[config.mk]
export PLATFORM = sky130hd
export DESIGN_NAME = fp16_accumulator
export DESIGN_NICKNAME = d
export VERILOG_FILES = /design/src/rtl/fp16_pkg.sv /design/src/rtl/fp16_accumulator_lzc.sv /design/src/rtl/fp16_accumulator.sv
export SDC_FILE = /design/constraint.sdc
export NUM_CORES = 1
export LEC_CHECK = 0
export ABC_AREA = 1
export CAP_MARGIN = 30
export CORE_AREA = 2 2 120 122
export DETAILED_ROUTE_END_ITERATION = 12
export DIE_AREA = 0 0 122 124
export PLACE_DENSITY_LB_ADDON = 0.15
export SYNTH_ARGS = -nofsm -noshare
export SYNTH_HDL_FRONTEND = slang
export SYNTH_HIERARCHICAL = 1
export SYNTH_SLANG_ARGS = --single-unit
[constraint.sdc]
create_clock -name CLK -period 9.2 [get_ports CLK]
set_input_delay 0.92 -clock CLK [delete_from_list [all_inputs] [get_ports CLK]]
set_output_delay 0.92 -clock CLK [all_outputs]
set_load 0.05 [all_outputs]
[src/rtl/fp16_pkg.sv]
// Shared fp16 constants, FSM state type and operand unpacking for the float_MAC accumulator.
package fp16_pkg;

  localparam int FP16_EXP_W   = 5;
  localparam int FP16_MAN_W   = 10;
  localparam int FP16_BIAS    = 15;
  localparam int FP16_GUARD_W = 3;
  localparam int FP16_SIG_W   = 1 + FP16_MAN_W + FP16_GUARD_W;
  localparam int FP16_SUM_W   = FP16_SIG_W + 1;

  localparam logic [15:0] FP16_MAX_POS = 16'h7BFF;
  localparam logic [15:0] FP16_INF     = 16'h7C00;

  typedef enum logic [2:0] {
    IDLE  = 3'd0,
    ALIGN = 3'd1,
    ADD   = 3'd2,
    NORM  = 3'd3,
    DONE  = 3'd4
  } acc_state_t;

  typedef struct packed {
    logic                               sign;
    logic [FP16_EXP_W-1:0]              exp;
    logic [FP16_MAN_W+FP16_GUARD_W:0]   sig;
  } fp16_op_t;

  // Subnormals flush to zero; Inf/NaN inputs behave as the largest finite magnitude.
  function automatic fp16_op_t fp16_unpack(input logic [15:0] v);
    fp16_op_t op;
    op.sign = v[15];
    if (v[14:10] == '0) begin
      op.exp = '0;
      op.sig = '0;
    end else if (v[14:10] == '1) begin
      op.exp = FP16_MAX_POS[14:10];
      op.sig = {1'b1, FP16_MAX_POS[FP16_MAN_W-1:0], {FP16_GUARD_W{1'b0}}};
    end else begin
      op.exp = v[14:10];
      op.sig = {1'b1, v[FP16_MAN_W-1:0], {FP16_GUARD_W{1'b0}}};
    end
    return op;
  endfunction

endpackage

[src/rtl/fp16_accumulator_lzc.sv]
// Leading-zero counter for the 15-bit raw sum; an all-zero input reports 15.
module fp16_lzc
  import fp16_pkg::*;
(
  input  logic [FP16_SUM_W-1:0] value,
  output logic [3:0]            count
);

  always_comb begin
    count = 4'(FP16_SUM_W);
    for (int i = 0; i < FP16_SUM_W; i++) begin
      if (value[i]) count = 4'(FP16_SUM_W - 1 - i);
    end
  end

endmodule

[src/rtl/fp16_accumulator.sv]
// Multi-cycle fp16 running-sum accumulator: align, add/subtract, normalize, with a result pulse on the last term.
module fp16_accumulator
  import fp16_pkg::*;
#(
  parameter int GUARD_W    = FP16_GUARD_W,
  parameter bit SAT_ON_OVF = 1'b1
)
(
  input  logic        CLK,
  input  logic        RESETn,
  input  logic        clear,
  input  logic        in_valid,
  output logic        in_ready,
  input  logic [15:0] in_data,
  input  logic        in_last,
  output logic        out_valid,
  output logic [15:0] out_data,
  output logic [15:0] acc_value,
  output logic        busy
);

  localparam int SIG_W = 1 + FP16_MAN_W + GUARD_W;
  localparam int SUM_W = SIG_W + 1;

  acc_state_t state_q, state_d;

  logic [15:0]      acc_q, prod_q, out_q;
  logic             last_q;
  logic             bigSign_q, smlSign_q;
  logic [4:0]       algnExp_q;
  logic [SIG_W-1:0] bigSig_q, smlSig_q;
  logic [SUM_W-1:0] sum_q;
  logic             sumSign_q;
  logic [4:0]       sumExp_q;

  logic accept;

  assign in_ready  = RESETn && (state_q == IDLE) && !clear;
  assign accept    = in_valid && in_ready;
  assign out_valid = (state_q == DONE) && !clear;
  assign out_data  = out_q;
  assign acc_value = acc_q;
  assign busy      = (state_q != IDLE);

  always_ff @(posedge CLK or negedge RESETn) begin
    if (!RESETn) state_q <= IDLE;
    else         state_q <= state_d;
  end

  always_comb begin
    state_d = state_q;
    if (clear) begin
      state_d = IDLE;
    end else begin
      case (state_q)
        IDLE:    if (in_valid) state_d = ALIGN;
        ALIGN:   state_d = ADD;
        ADD:     state_d = NORM;
        NORM:    state_d = last_q ? DONE : IDLE;
        DONE:    state_d = IDLE;
        default: state_d = IDLE;
      endcase
    end
  end

  // The accumulator wins exponent ties, so equal exponents compare significands in ADD.
  fp16_op_t         opAcc, opProd, opBig, opSml;
  logic [4:0]       expDiff;
  logic [SIG_W-1:0] smlShifted;

  always_comb begin
    opAcc  = fp16_unpack(acc_q);
    opProd = fp16_unpack(prod_q);
    if (opAcc.exp >= opProd.exp) begin
      opBig = opAcc;
      opSml = opProd;
    end else begin
      opBig = opProd;
      opSml = opAcc;
    end
    expDiff    = opBig.exp - opSml.exp;
    smlShifted = (expDiff >= 5'(SIG_W)) ? '0 : (opSml.sig >> expDiff);
  end

  logic [SUM_W-1:0] addSum;
  logic             addSign;

  always_comb begin
    addSum  = '0;
    addSign = bigSign_q;
    if (bigSign_q == smlSign_q) begin
      addSum = {1'b0, bigSig_q} + {1'b0, smlSig_q};
    end else if (bigSig_q >= smlSig_q) begin
      addSum = {1'b0, bigSig_q} - {1'b0, smlSig_q};
    end else begin
      addSum  = {1'b0, smlSig_q} - {1'b0, bigSig_q};
      addSign = smlSign_q;
    end
  end

  // Shifting by the leading-zero count puts the hidden bit at the top; the carry case is lz==0.
  logic [3:0]        lz;
  logic [SUM_W-1:0]  normSig;
  logic signed [6:0] normExp;
  logic [15:0]       normResult;

  fp16_lzc u_lzc (
    .value (sum_q),
    .count (lz)
  );

  always_comb begin
    normSig = sum_q << lz;
    normExp = 7'(sumExp_q) + 7'sd1 - 7'(lz);
    if (sum_q == '0 || normExp <= 7'sd0) begin
      normResult = '0;
    end else if (normExp >= 7'sd31) begin
      normResult = SAT_ON_OVF ? {sumSign_q, FP16_MAX_POS[14:0]} : {sumSign_q, FP16_INF[14:0]};
    end else begin
      normResult = {sumSign_q, normExp[4:0], normSig[SUM_W-2 -: FP16_MAN_W]};
    end
  end

  always_ff @(posedge CLK or negedge RESETn) begin
    if (!RESETn) begin
      acc_q     <= '0;
      prod_q    <= '0;
      out_q     <= '0;
      last_q    <= 1'b0;
      bigSign_q <= 1'b0;
      smlSign_q <= 1'b0;
      algnExp_q <= '0;
      bigSig_q  <= '0;
      smlSig_q  <= '0;
      sum_q     <= '0;
      sumSign_q <= 1'b0;
      sumExp_q  <= '0;
    end else if (clear) begin
      acc_q <= '0;
    end else begin
      if (accept) begin
        prod_q <= in_data;
        last_q <= in_last;
      end
      if (state_q == ALIGN) begin
        bigSign_q <= opBig.sign;
        smlSign_q <= opSml.sign;
        algnExp_q <= opBig.exp;
        bigSig_q  <= opBig.sig;
        smlSig_q  <= smlShifted;
      end
      if (state_q == ADD) begin
        sum_q     <= addSum;
        sumSign_q <= addSign;
        sumExp_q  <= algnExp_q;
      end
      if (state_q == NORM) begin
        acc_q <= normResult;
        if (last_q) out_q <= normResult;
      end
      if (state_q == DONE) acc_q <= '0;
    end
  end

endmodule

Word level (Yosys, flattened, before mapping):

Cells that the tools add are included.

* input port bits: 21
* output and inout bits: 35
* flip-flop bits (word level): 108

* order comparisons: 5
* mux-type cells: 35
* $add $sub $neg: 6
* reduce and logical (&&, ||, !) cells: 16
* shift operators: 2
* bitwise operators: 1
* eq/ne operators: 8

Operators by type and width (count)
* two-way mux 19 bit: 4
* two-way mux 16 bit: 4
* two-way mux 15 bit: 3
* two-way mux 20 bit: 2
* two-way mux 4 bit: 8
* subtractor 14 x 14 -> 15 bit: 2
* two-way mux 3 bit: 7
* adder 14 x 14 -> 15 bit: 1
* zero test 15 bit: 1
* << shifter 15 x 4 -> 14 bit: 1
* >= comparator 14 bit: 1
* two-way mux 14 bit: 1
* >> shifter 14 x 5 -> 14 bit: 1
* case mux 3 bit (4 select lines): 1
* == test 5 bit, second input constant: 2
* zero test 5 bit: 2
* >= comparator 7 x 6 -> 1 bit, second input constant: 1
* less-or-equal comparator 7 x 1 -> 1 bit, second input constant: 1
* subtractor 6 x 4 -> 7 bit: 1
* adder 5 x 1 -> 6 bit, second input constant: 1
* == test 3 x 2 -> 1 bit, second input constant: 2
* AND reduction 2 bit: 3
* nonzero test 3 bit: 2
* >= comparator 5 x 4 -> 1 bit, second input constant: 1
* other kinds (14): 20

Depth between registers and ports, before layout:

* word-level depth: 22
* gate-level depth with buffers: 31
* depth with buffers taken out: 30

Hierarchy:

Netlist, hierarchy kept.

By module, submodules not included
* fp16_accumulator: times used 1, sequential area each 2627.5 um^2, area each 8025.2 um^2, cells an instance 1151
* fp16_lzc: times used 1, sequential area each 0.0 um^2, area each 181.4 um^2, cells an instance 41

Least setup slack after synthesis:

Ideal clock, no wire load.

* path kind: flip-flop to flip-flop
* from: register sum_q[0]
* to: register out_q[11], in the netlist out_data[11]
* slack: 5.728 ns
* library setup time: 0.135 ns
* arrival time: 3.336 ns
* required time: 9.065 ns
* cell stages (with the launch flop): 29
* path through: dfrtp_1 nand2_1 nand2_1 nand2_1 nand2_1 nand2_1 nand2_1 nand2_1 nand2_1 nand2_1 nand2_1 nand2_1 nand2_1 a21oi_2 inv_1 clkbuf_1 ha_1 ha_1 fa_1 a21oi_1 nor2_1 nor2_1 xor2_1 nor2_1 nor2_1 o21ai_1 inv_1 o21ai_0 o21ai_0

* cells in the longest elaborated chain, start to end: 19
* elaborated cells on any way between the ends: 22
* those cells by class: add/sub: 1; order compare: 2; mux: 17; reduce/logical: 2

RTL lines
* start: declaration: RTL line fp16_accumulator.sv:32 `logic [SUM_W-1:0] sum_q;`
* start signal: assignment: RTL line fp16_accumulator.sv:153 `sum_q <= addSum;`
* two-way mux 1 bit (*): RTL line fp16_accumulator_lzc.sv:12 `if (value[i]) count = 4'(FP16_SUM_W - 1 - i);`
* two-way mux 2 bit (*) (2 in a row): RTL line fp16_accumulator_lzc.sv:12
* two-way mux 3 bit (*) (4 in a row): RTL line fp16_accumulator_lzc.sv:12
* two-way mux 4 bit (*) (8 in a row): RTL line fp16_accumulator_lzc.sv:12
* via lz[0]: RTL line fp16_accumulator.sv:102 `logic [3:0] lz;`
* subtractor 6 x 4 -> 7 bit (*): RTL line fp16_accumulator.sv:114 `normExp = 7'(sumExp_q) + 7'sd1 - 7'(lz);`
* >= comparator 7 x 6 -> 1 bit or less-or-equal comparator 7 x 1 -> 1 bit (tied branches): RTL line fp16_accumulator.sv:117, fp16_accumulator.sv:115
* two-way mux 15 bit or logical OR 1 bit (tied branches): RTL line fp16_accumulator.sv:117, fp16_accumulator.sv:115
* two-way mux 16 bit (*): RTL line fp16_accumulator.sv:115 `if (sum_q == '0 || normExp <= 7'sd0) begin`
* end signal: assignment: RTL line fp16_accumulator.sv:159 `if (last_q) out_q <= normResult;`
* end: declaration: RTL line fp16_accumulator.sv:27 `logic [15:0] acc_q, prod_q, out_q;`

The timed path passes the listed nets; every way through them passes the cells marked *.
A chain may end at the register's enable or synchronous reset.

Worst setup path in the final report:

* from: register sum_q[1]
* to: register out_q[11], in the netlist out_data[11]

* cells in the longest elaborated chain, start to end: 18
* elaborated cells on any way between the ends: 21
* those cells by class: add/sub: 1; order compare: 2; mux: 16; reduce/logical: 2

RTL lines (RTL line)
* two-way mux 2 bit (*) (2 in a row): fp16_accumulator_lzc.sv:12
* two-way mux 3 bit (*) (4 in a row): fp16_accumulator_lzc.sv:12
* two-way mux 4 bit (*) (8 in a row): fp16_accumulator_lzc.sv:12
* via lz[0]: fp16_accumulator.sv:102
* subtractor 6 x 4 -> 7 bit (*): fp16_accumulator.sv:114
* >= comparator 7 x 6 -> 1 bit or less-or-equal comparator 7 x 1 -> 1 bit (tied branches): fp16_accumulator.sv:117, fp16_accumulator.sv:115
* two-way mux 15 bit or logical OR 1 bit (tied branches): fp16_accumulator.sv:117, fp16_accumulator.sv:115
* two-way mux 16 bit (*): fp16_accumulator.sv:115

Marked as above.

==> metrics.txt <==
gpl congestion 0.985; Worst Skew 14.5 ps; initial core utilization 59.8%; final core utilization 66.5%; crit-path max FO 15; design area 0.00912 mm^2; IO Port Bufs 55; share of layout cells above drive strength 1 5.58%; CP required 9400 ps; Inst Count DP 1382; FF/Latch Area 0.00263 mm^2; setup bufs post-CTS 0; DRT Pass-1 Iters 6; placed inst area 0.00878 mm^2; Clock Tree Buf Depth 2; DIE HEIGHT 124 um; Final Slew Violations 0; post-synth top area share 32.0%; Post-Layout Cell Count 1398; Synth area leader dfrtp_1; commonest non-fill, non-tap cell in the layout nand2_1; number of remaining DRC errors 0; Post-synth EDFFs 0; initial antenna violation count 0; syn_nets 1265; DR iter-0 viols 777; maxcap violations 0; mux contribution to synthesized area 2.00%; VDD IR max 0.216 mV; Crit Path Category flop to flop; Sink Count 105; Die W 122 um; Vias 7903; Num CTS Buffers 9; Slew headroom 35.6%; post-CTS sizing 0; first-pass GRT wire length 36700 um; Synth Instances 1192; outcome finished, final reports clean; startpoint types flop; diodes inserted 0; clk_lat worst skew 360 ps; largest net degree at the start of global routing 78; Top FF cell, synth dfrtp_1; clk slew on worst S/H paths 80 ps; Yosys reg bits 105; root buf cell clkbuf_16; Async SR Flop Fraction 100%; CP Capture Type flop; placed wire-length estimate 17200 um; routed len/inst 15.9 um; area of the multi-input gates 0.00481 mm^2; total power 0.00316 W; worst-margin pin slew 966 ps; f_max 223 MHz; YS warnings 6; final hold violations 0; sequential element share of the synthesized area 32.0%; Yosys cell types 49; final WL 22300 um; CP max stage delay 520 ps; synthesized-area fraction occupied by adder cells 8.20%; vias per cell 5.65; Final ANT Viol Nets 0; final cycle utilization of the critical path 48.8%; H-tree depth 3; area of the die 0.0151 mm^2; Arr. time, crit path 4690 ps; power density over cell area 347 mW/mm^2; Site Rows 43; cts hold-fix bufs 0; Synth Area in Compound Gates 15.6%; worst min path class flop to flop; RSZ-0062 raised after global routing no; final-stage net count 1286; Total GRT Usage 30.9%; number of global-route vias before repair 7461; most frequent cells in the layout nand2_1 (350), inv_1 (127), o21ai_0 (123); Crit path top cell by count nand2_1; top cells by area, synth dfrtp_1 (32%), nand2_1 (16%), o21ai_0 (7.5%); # IOs 56; fillcell total 1273; Core Area 0.0137 mm^2; CP max stage cell a21oi_2; final setup vio count 0; setup TNS 0 ps; Mapped Area 0.00821 mm^2; gr ovfl total 0; Tmin final 4490 ps; Synth Area per Inst 6.88 um^2; P_leak 4.60 nW; simple-gate share of the synthesized area 29.6%; dominant combinational cell family by area after synthesis simple AND/OR/NAND/NOR gates; Area Overhead vs Synth 11.1%; xor and xnor fraction of the mapped netlist area 3.20%; CTS tree done
## area by class of cell
class / instances / area share [%]
inverters: 137 / 5.79
flip-flops and latches: 105 / 28.8
repair buffers: 61 / 6.50
well taps: 180 / 2.47
multi-input cells: 899 / 52.8
clock inverters: 7 / 1.18
clock buffers: 9 / 2.47
## registers in the layout (all words and copies together) (netlist names)
signal	flops
last_q	1
algnExp_q	5
smlSign_q	1
acc_value	16
out_data	16
sum_q	15
bigSign_q	1
smlSig_q	14
sumSign_q	1
sumExp_q	5
bigSig_q	11
state_q	3
prod_q	16
## worst max-delay path, delay by kind of cell, from the launching register on
kind | cells | cell delay [ps]
flops | 1 | 410
simple gates | 16 | 940
compound gates | 5 | 1390
buf+inv | 3 | 620
fa+ha+maj | 3 | 870
xor+xnor | 1 | 90
## report_power, final
group	leakage, nW	switching, W	total, W	internal [W]
logic	3.09	0.00136	0.00203	0.000672
registers	1.34	0.000127	0.000722	0.000595
clock network	0.160	0.000192	0.000413	0.000221
## cell families (layout without fill, tap and decap cells)
kind of cell    count (synthesis)  in the layout
simple gates                  571            571
compound gates                231            231
flops                         105            105
xor+xnor                       30             30
fa+ha+maj                      52             52
buf+inv                       188            214
mux                            15             15
## through the flow
stage	hold slack (ps)	setup WS (ps)
after CTS	478	4770
after global routing	499	4180
after floorplan	448	5730
after global placement	469	4980
after detailed placement	470	4810
final	473	4710
## synth_stat cells, drive strengths merged (10+ instances only)
cell,count
nand2,364
inv,133
o21ai,132
dfrtp,105
nand3,93
nor2,90
ha,49
a21oi,47
clkbuf,29
xor2,25
buf,22
o22ai,14
mux2,11
nand4,10
o21bai,10
## routing by layer
| layer | track usage, % | part of all wire (%) | up-vias |
|---|---|---|---|
| met5 | 0 | 0 | - |
| li1 | - | - | 3917 |
| met2 | 49.8 | 46 | 271 |
| met3 | 6.68 | 6.4 | 50 |
| met4 | 10.6 | 3.2 | 0 |
| met1 | 41.2 | 45 | 3665 |
## final timing paths
check / slack (ps) / startpoint / cells after the start / to
max: 4710 / sum_q[1] / 28 / out_data[11]
min: 470 / algnExp_q[2] / 2 / sumExp_q[2]
max reg2reg: 4710 / sum_q[1] / 28 / out_data[11]
min reg2reg: 470 / algnExp_q[2] / 2 / sumExp_q[2]
max in group asynchronous: 7410 / RESETn / 2 / sum_q[10]
min in group asynchronous: 480 / RESETn / 1 / smlSig_q[10]
Power figures use the tool's default switching activity.
